File: config.mk
export PLATFORM = sky130hd
export DESIGN_NAME = ks_sub_pipe
export DESIGN_NICKNAME = d
export VERILOG_FILES = /design/src/rtl/ks_sub_pipe.sv
export SDC_FILE = /design/constraint.sdc
export NUM_CORES = 1
export LEC_CHECK = 0
export BUFFER_PORTS_ARGS = -buffer_cell sky130_fd_sc_hd__buf_2
export CAP_MARGIN = 20
export CORE_ASPECT_RATIO = 2
export CORE_MARGIN = 4
export CORE_UTILIZATION = 41
export CTS_CLUSTER_SIZE = 16
export DETAILED_ROUTE_END_ITERATION = 10
export SYNTH_ARGS = -nofsm -noshare
export SYNTH_HDL_FRONTEND = slang
export SYNTH_SLANG_ARGS = --single-unit
File: constraint.sdc
create_clock -name clk -period 2.95 [get_ports clk]
set_input_delay 0.295 -clock clk [delete_from_list [all_inputs] [get_ports clk]]
set_output_delay 0.295 -clock clk [all_outputs]
set_load 0.005 [all_outputs]
File: src/rtl/ks_sub_pipe.sv
`default_nettype none
// ============================================================================
//  Module      : ks_sub_pipe
//  Description : Three-stage pipelined Kogge-Stone subtractor.
//                Computes a - b - borrow_in with borrow, zero and signed
//                overflow flags, using elastic valid/ready flow control on
//                both sides.
//  Ports       : clk, rst          - clock, async active-high reset
//                in_valid/in_ready - operand handshake (a, b, borrow_in)
//                out_valid/out_ready - result handshake
//                diff, borrow_out, zero, ovf - registered result and flags
//  Revision    : 1.0 - initial release
// ============================================================================
module ks_sub_pipe #(
    parameter int nbits = 16
) (
    input  logic             clk,
    input  logic             rst,
    input  logic             in_valid,
    output logic             in_ready,
    input  logic [nbits-1:0] a,
    input  logic [nbits-1:0] b,
    input  logic             borrow_in,
    output logic             out_valid,
    input  logic             out_ready,
    output logic [nbits-1:0] diff,
    output logic             borrow_out,
    output logic             zero,
    output logic             ovf
);

    localparam int depth = $clog2(nbits);
    localparam int HALF  = depth / 2;

    // ------------------------------------------------------------------
    // Flow control
    // ------------------------------------------------------------------
    logic v1_q, v2_q, v3_q;
    logic adv3, load1, load2, load3;

    assign adv3     = v3_q & out_ready;
    assign load3    = ~v3_q | adv3;
    assign load2    = ~v2_q | (v2_q & load3);
    assign load1    = ~v1_q | (v1_q & load2);
    assign in_ready = load1;

    // ------------------------------------------------------------------
    // Pre-stage: subtract as a + ~b + ~borrow_in.
    // Prefix position 0 holds the carry-in; position i (i>=1) holds bit i-1.
    // Only positions 0..nbits-1 enter the prefix network; the carry out of
    // the top bit is formed separately from the MSB operand bits.
    // ------------------------------------------------------------------
    logic [nbits-1:0] bn;
    logic [nbits-1:0] pbit;
    logic [nbits-2:0] gbit;
    logic [nbits-1:0] g1_d;

    assign bn   = ~b;
    assign pbit = a ^ bn;
    assign gbit = a[nbits-2:0] & bn[nbits-2:0];
    assign g1_d = {gbit, ~borrow_in};

    logic [nbits-1:0] g1_q, pb1_q;
    logic             am1_q, bm1_q;

    always_ff @(posedge clk or posedge rst) begin
        if (rst) begin
            v1_q  <= 1'b0;
            g1_q  <= '0;
            pb1_q <= '0;
            am1_q <= 1'b0;
            bm1_q <= 1'b0;
        end else if (load1) begin
            v1_q <= in_valid;
            if (in_valid) begin
                g1_q  <= g1_d;
                pb1_q <= pbit;
                am1_q <= a[nbits-1];
                bm1_q <= b[nbits-1];
            end
        end
    end

    // ------------------------------------------------------------------
    // Prefix network. Levels below HALF feed from S1, the rest from S2.
    // Shifting by 2^level lines each position up with its partner j=i-2^level;
    // the low mask keeps P unchanged for positions that pass through.
    // ------------------------------------------------------------------
    logic [nbits-1:0] lvl_g [0:depth];
    logic [nbits-1:0] lvl_p [0:depth];
    logic [nbits-1:0] g2_q, p2_q, pb2_q;
    logic             am2_q, bm2_q;

    assign lvl_g[0] = g1_q;
    assign lvl_p[0] = {pb1_q[nbits-2:0], 1'b0};

    genvar l;
    generate
        for (l = 0; l < depth; l++) begin : g_lvl
            localparam int SH = 2 ** l;
            localparam logic [nbits-1:0] LOW = {{(nbits-SH){1'b0}}, {SH{1'b1}}};
            logic [nbits-1:0] sg, sp;
            if (l == HALF) begin : g_cut
                assign sg = g2_q;
                assign sp = p2_q;
            end else begin : g_chain
                assign sg = lvl_g[l];
                assign sp = lvl_p[l];
            end
            assign lvl_g[l+1] = sg | (sp & (sg << SH));
            assign lvl_p[l+1] = sp & ((sp << SH) | LOW);
        end
    endgenerate

    // Final-level group propagate is not needed for the sum.
    logic unused_p;
    assign unused_p = ^lvl_p[depth];

    always_ff @(posedge clk or posedge rst) begin
        if (rst) begin
            v2_q  <= 1'b0;
            g2_q  <= '0;
            p2_q  <= '0;
            pb2_q <= '0;
            am2_q <= 1'b0;
            bm2_q <= 1'b0;
        end else if (load2) begin
            v2_q <= v1_q;
            if (v1_q) begin
                g2_q  <= lvl_g[HALF];
                p2_q  <= lvl_p[HALF];
                pb2_q <= pb1_q;
                am2_q <= am1_q;
                bm2_q <= bm1_q;
            end
        end
    end

    // ------------------------------------------------------------------
    // Sum and flags. lvl_g[depth][i] is the carry into bit i.
    // ------------------------------------------------------------------
    logic [nbits-1:0] carry;
    logic [nbits-1:0] diff_d;
    logic             cout, borrow_d, zero_d, ovf_d;

    assign carry    = lvl_g[depth];
    assign diff_d   = pb2_q ^ carry;
    assign cout     = (am2_q & ~bm2_q) | (pb2_q[nbits-1] & carry[nbits-1]);
    assign borrow_d = ~cout;
    assign zero_d   = (diff_d == '0);
    assign ovf_d    = (am2_q != bm2_q) && (diff_d[nbits-1] != am2_q);

    logic [nbits-1:0] diff_q;
    logic             borrow_q, zero_q, ovf_q;

    always_ff @(posedge clk or posedge rst) begin
        if (rst) begin
            v3_q     <= 1'b0;
            diff_q   <= '0;
            borrow_q <= 1'b0;
            zero_q   <= 1'b0;
            ovf_q    <= 1'b0;
        end else if (load3) begin
            v3_q <= v2_q;
            if (v2_q) begin
                diff_q   <= diff_d;
                borrow_q <= borrow_d;
                zero_q   <= zero_d;
                ovf_q    <= ovf_d;
            end
        end
    end

    assign out_valid  = v3_q;
    assign diff       = diff_q;
    assign borrow_out = borrow_q;
    assign zero       = zero_q;
    assign ovf        = ovf_q;

endmodule
`default_nettype wire

==> impl_metrics.csv <==
group,metric,value,unit
run_status,status,"finished clean",
clock_network,clockRootBuffer,"clkbuf_16",
clock_network,cts_tree,"done",
detailed_routing,first_iter_violations,193,
yosys,synth_cells,400,
die,io_pins,58,
worst_setup_path,worstPathArrival,2.58,ns
worst_setup_path,critPathLaunchType,"register",
global_route,grt_pass1_wl,15400,um
global_route,grt_max_degree,50,
worst_setup_path,cp-end-kind,"register",
global_route,track_usage,14.8,%
yosys,synth.area.top_cells,"dfrtp_1 (55%), mux2_2 (14%), ha_1 (4.6%)",
die,dieWidth,83.1,um
place,detailed_place_hpwl,7040,um
cells_and_area,fill_cells,1075,
run,cap_violations,0,
cells_and_area,drive_gt1_share,31.1,%
die,coreArea,0.0109,mm^2
detailed_routing,drc,0,
timing,skew,0.00665,ns
detailed_routing,ant_nets,0,
die,fp-row-count,54,
detailed_routing,dr.pass1.iters,4,
die,die_area,0.0132,mm^2
cells_and_area,stdcell_count,600,
yosys,synth_top_cell_by_area,"dfrtp_1",
place,place_inst,584,
yosys,synth_edf_count,0,
timing,relSlewSlack,39.9,%
timing,fin_crit,2.31,ns
clock_network,path_clk_slew,0.07,ns
detailed_routing,vias,3073,
die,initial_utilization,42.3,%
timing,tightestPinTransition,0.900,ns
yosys,yosys_warnings,0,
global_route,antenna_found_initial,0,
cells_and_area,layout.nets,509,
place,gp_congestion,0.836,
yosys,yosysUniqueCellTypes,31,
clock_network,cts_resized,0,
pwr,vdd_ir_drop_max,384,uV
clock_network,cts_inserted_buffers,9,
worst_setup_path,crit_fanout,3,
worst_setup_path,r2r_cells,8,
global_route,grt_pass1_vias,3116,
timing,setup_viol,0,
timing,rsz0062_at_grt,"false",
yosys,netlist.area_leader.share,55.2,%
pwr,p_leak,2.58,nW
clock_network,postCtsHoldBufs,0,
yosys,avgSynthCellArea,11.6,um^2
die,die_h,158,um
yosys,ys.flop_type,"dfrtp_1",
yosys,synth_nets,454,
clock_network,clk_latency,0.34,ns
yosys,synth_seq_area_share,55.2,%
yosys,synth_area,0.00463,mm^2
yosys,ys_ff_latch,102,
worst_setup_path,criticalPathCategory,"reg2reg",
clock_network,htreeDepth,3,
clock_network,postCtsSetupRepairBufs,0,
detailed_routing,drt-total-wl,9100,um
detailed_routing,viasPerCell,5.12,
cells_and_area,antenna_cells,0,
clock_network,cts_max_path_buffers,2,
yosys,synthArstFlopShare,100,%
timing,clock.fmax,433,MHz
global_route,overflow,0,
pwr,power_density,785,mW/mm^2
timing,setup_tns,0,ns
cells_and_area,syn2layout_area_growth,15.7,%
clock_network,cts.sinks,102,
worst_hold_path,hp-class,"in2async",
timing,fin_crit_sh,78.3,%
timing,drv_slew,0,
detailed_routing,wl_per_cell,15.2,um
place,port_buffers,57,
worst_setup_path,worstPathRequired,3.22,ns
timing,hold_viol,0,
-- path summary, 6_finish.rpt --
path | from | end | slack, ns
worst max-delay path | g2_q[7] | zero | 0.64
worst min-delay path | rst | diff[13] | 0.05
worst max register to register | g2_q[7] | zero | 0.64
worst min register to register | diff[7] | diff[7] | 0.47
max in group asynchronous | rst | g2_q[4] | 2.15
min in group clk | borrow_in | g1_q[0] | 0.14
-- metal layers --
metal,track usage (%),wire length (um)
met5,0,0
met4,7.33,316
met3,3.33,281
met2,26.4,4890
met1,16.6,3610
-- final cells by class --
class / count / area, um^2 / area share [%]
flip-flops and latches: 102 / 2550 / 47.7
multi-input cells: 262 / 1920 / 35.9
repair buffers: 60 / 333 / 6.22
clock buffers: 9 / 225 / 4.21
well taps: 140 / 175 / 3.27
inverters: 20 / 78.8 / 1.47
clock inverters: 7 / 65.1 / 1.22
-- flip-flops by register name, summed over array words and instances (netlist names), 12 cells and up --
register,cells
pb1_q,16
g2_q,16
g_lvl.sp,12
diff,16
g1_q,16
pb2_q,16
-- cells in the mapped netlist, types with 2 or more instances --
| master | count |
|---|---|
| inv_1 | 20 |
| nand2b_1 | 3 |
| nand4_1 | 8 |
| o21ai_0 | 30 |
| ha_1 | 17 |
| a21oi_1 | 25 |
| nor2_1 | 6 |
| and3_1 | 2 |
| buf_4 | 3 |
| nor4_1 | 2 |
| o22ai_1 | 2 |
| buf_2 | 6 |
| a211oi_2 | 2 |
| nand2_1 | 50 |
| nand3_1 | 6 |
| o31ai_1 | 11 |
| dfrtp_1 | 102 |
| clkbuf_1 | 7 |
| a21boi_0 | 3 |
| a21o_1 | 15 |
| xnor2_1 | 3 |
| xor2_1 | 10 |
| mux2_2 | 59 |
-- worst max-delay path, cell delays in order (launching register included) --
cell	delay, ns
dfrtp_1	0.39
a21oi_1	0.23
a21boi_0	0.13
or2_2	0.29
ha_1	0.32
nor4_1	0.29
nand4_1	0.15
nor4_1	0.25
a41o_1	0.21
-- cells in the final DEF, fill, tap and decap left out, drive strengths merged, types with 11 or more instances in the layout --
cell type,netlist,final
dfrtp,102,102
mux2,60,60
buf,9,60
nand2,51,51
o21ai,30,30
a21oi,25,25
inv,20,19
ha,17,17
a21o,15,15
o31ai,11,11
-- report_power, final --
part / internal [W] / total [W] / switching [W]
sequential: 0.00176 / 0.00206 / 0.000296
combinational: 0.000509 / 0.00101 / 0.000497
clock: 0.000651 / 0.00114 / 0.000489
total: 0.00292 / 0.00420 / 0.00128
-- metrics by stage --
stage / setup WS, ns / hold slack [ns] / instance area (um^2) / power (W) / util [%]
after floorplan: 0.956 / 0.403 / 4630 / 0.00271 / -
after detailed placement: 0.628 / 0.437 / 5060 / 0.00313 / 46.3
after CTS: 0.613 / 0.0648 / 5350 / 0.00428 / 48.9
after global routing: 0.452 / 0.0928 / 5350 / 0.00450 / 48.9
final: 0.640 / 0.0482 / 5350 / 0.00420 / 48.9
after global placement: 0.714 / 0.420 / 5060 / 0.00309 / 46.3
-- logic make-up after synthesis --
| kind of cell | after synthesis | share of synthesized area (%) |
|---|---|---|
| compound gates | 90 | 11.9 |
| xor+xnor | 13 | 2.46 |
| fa+ha+maj | 17 | 4.60 |
| buf+inv | 36 | 3.33 |
| flops | 102 | 55.2 |
| mux | 60 | 14.6 |
| simple gates | 82 | 7.92 |
Power figures use the tool's default switching activity.
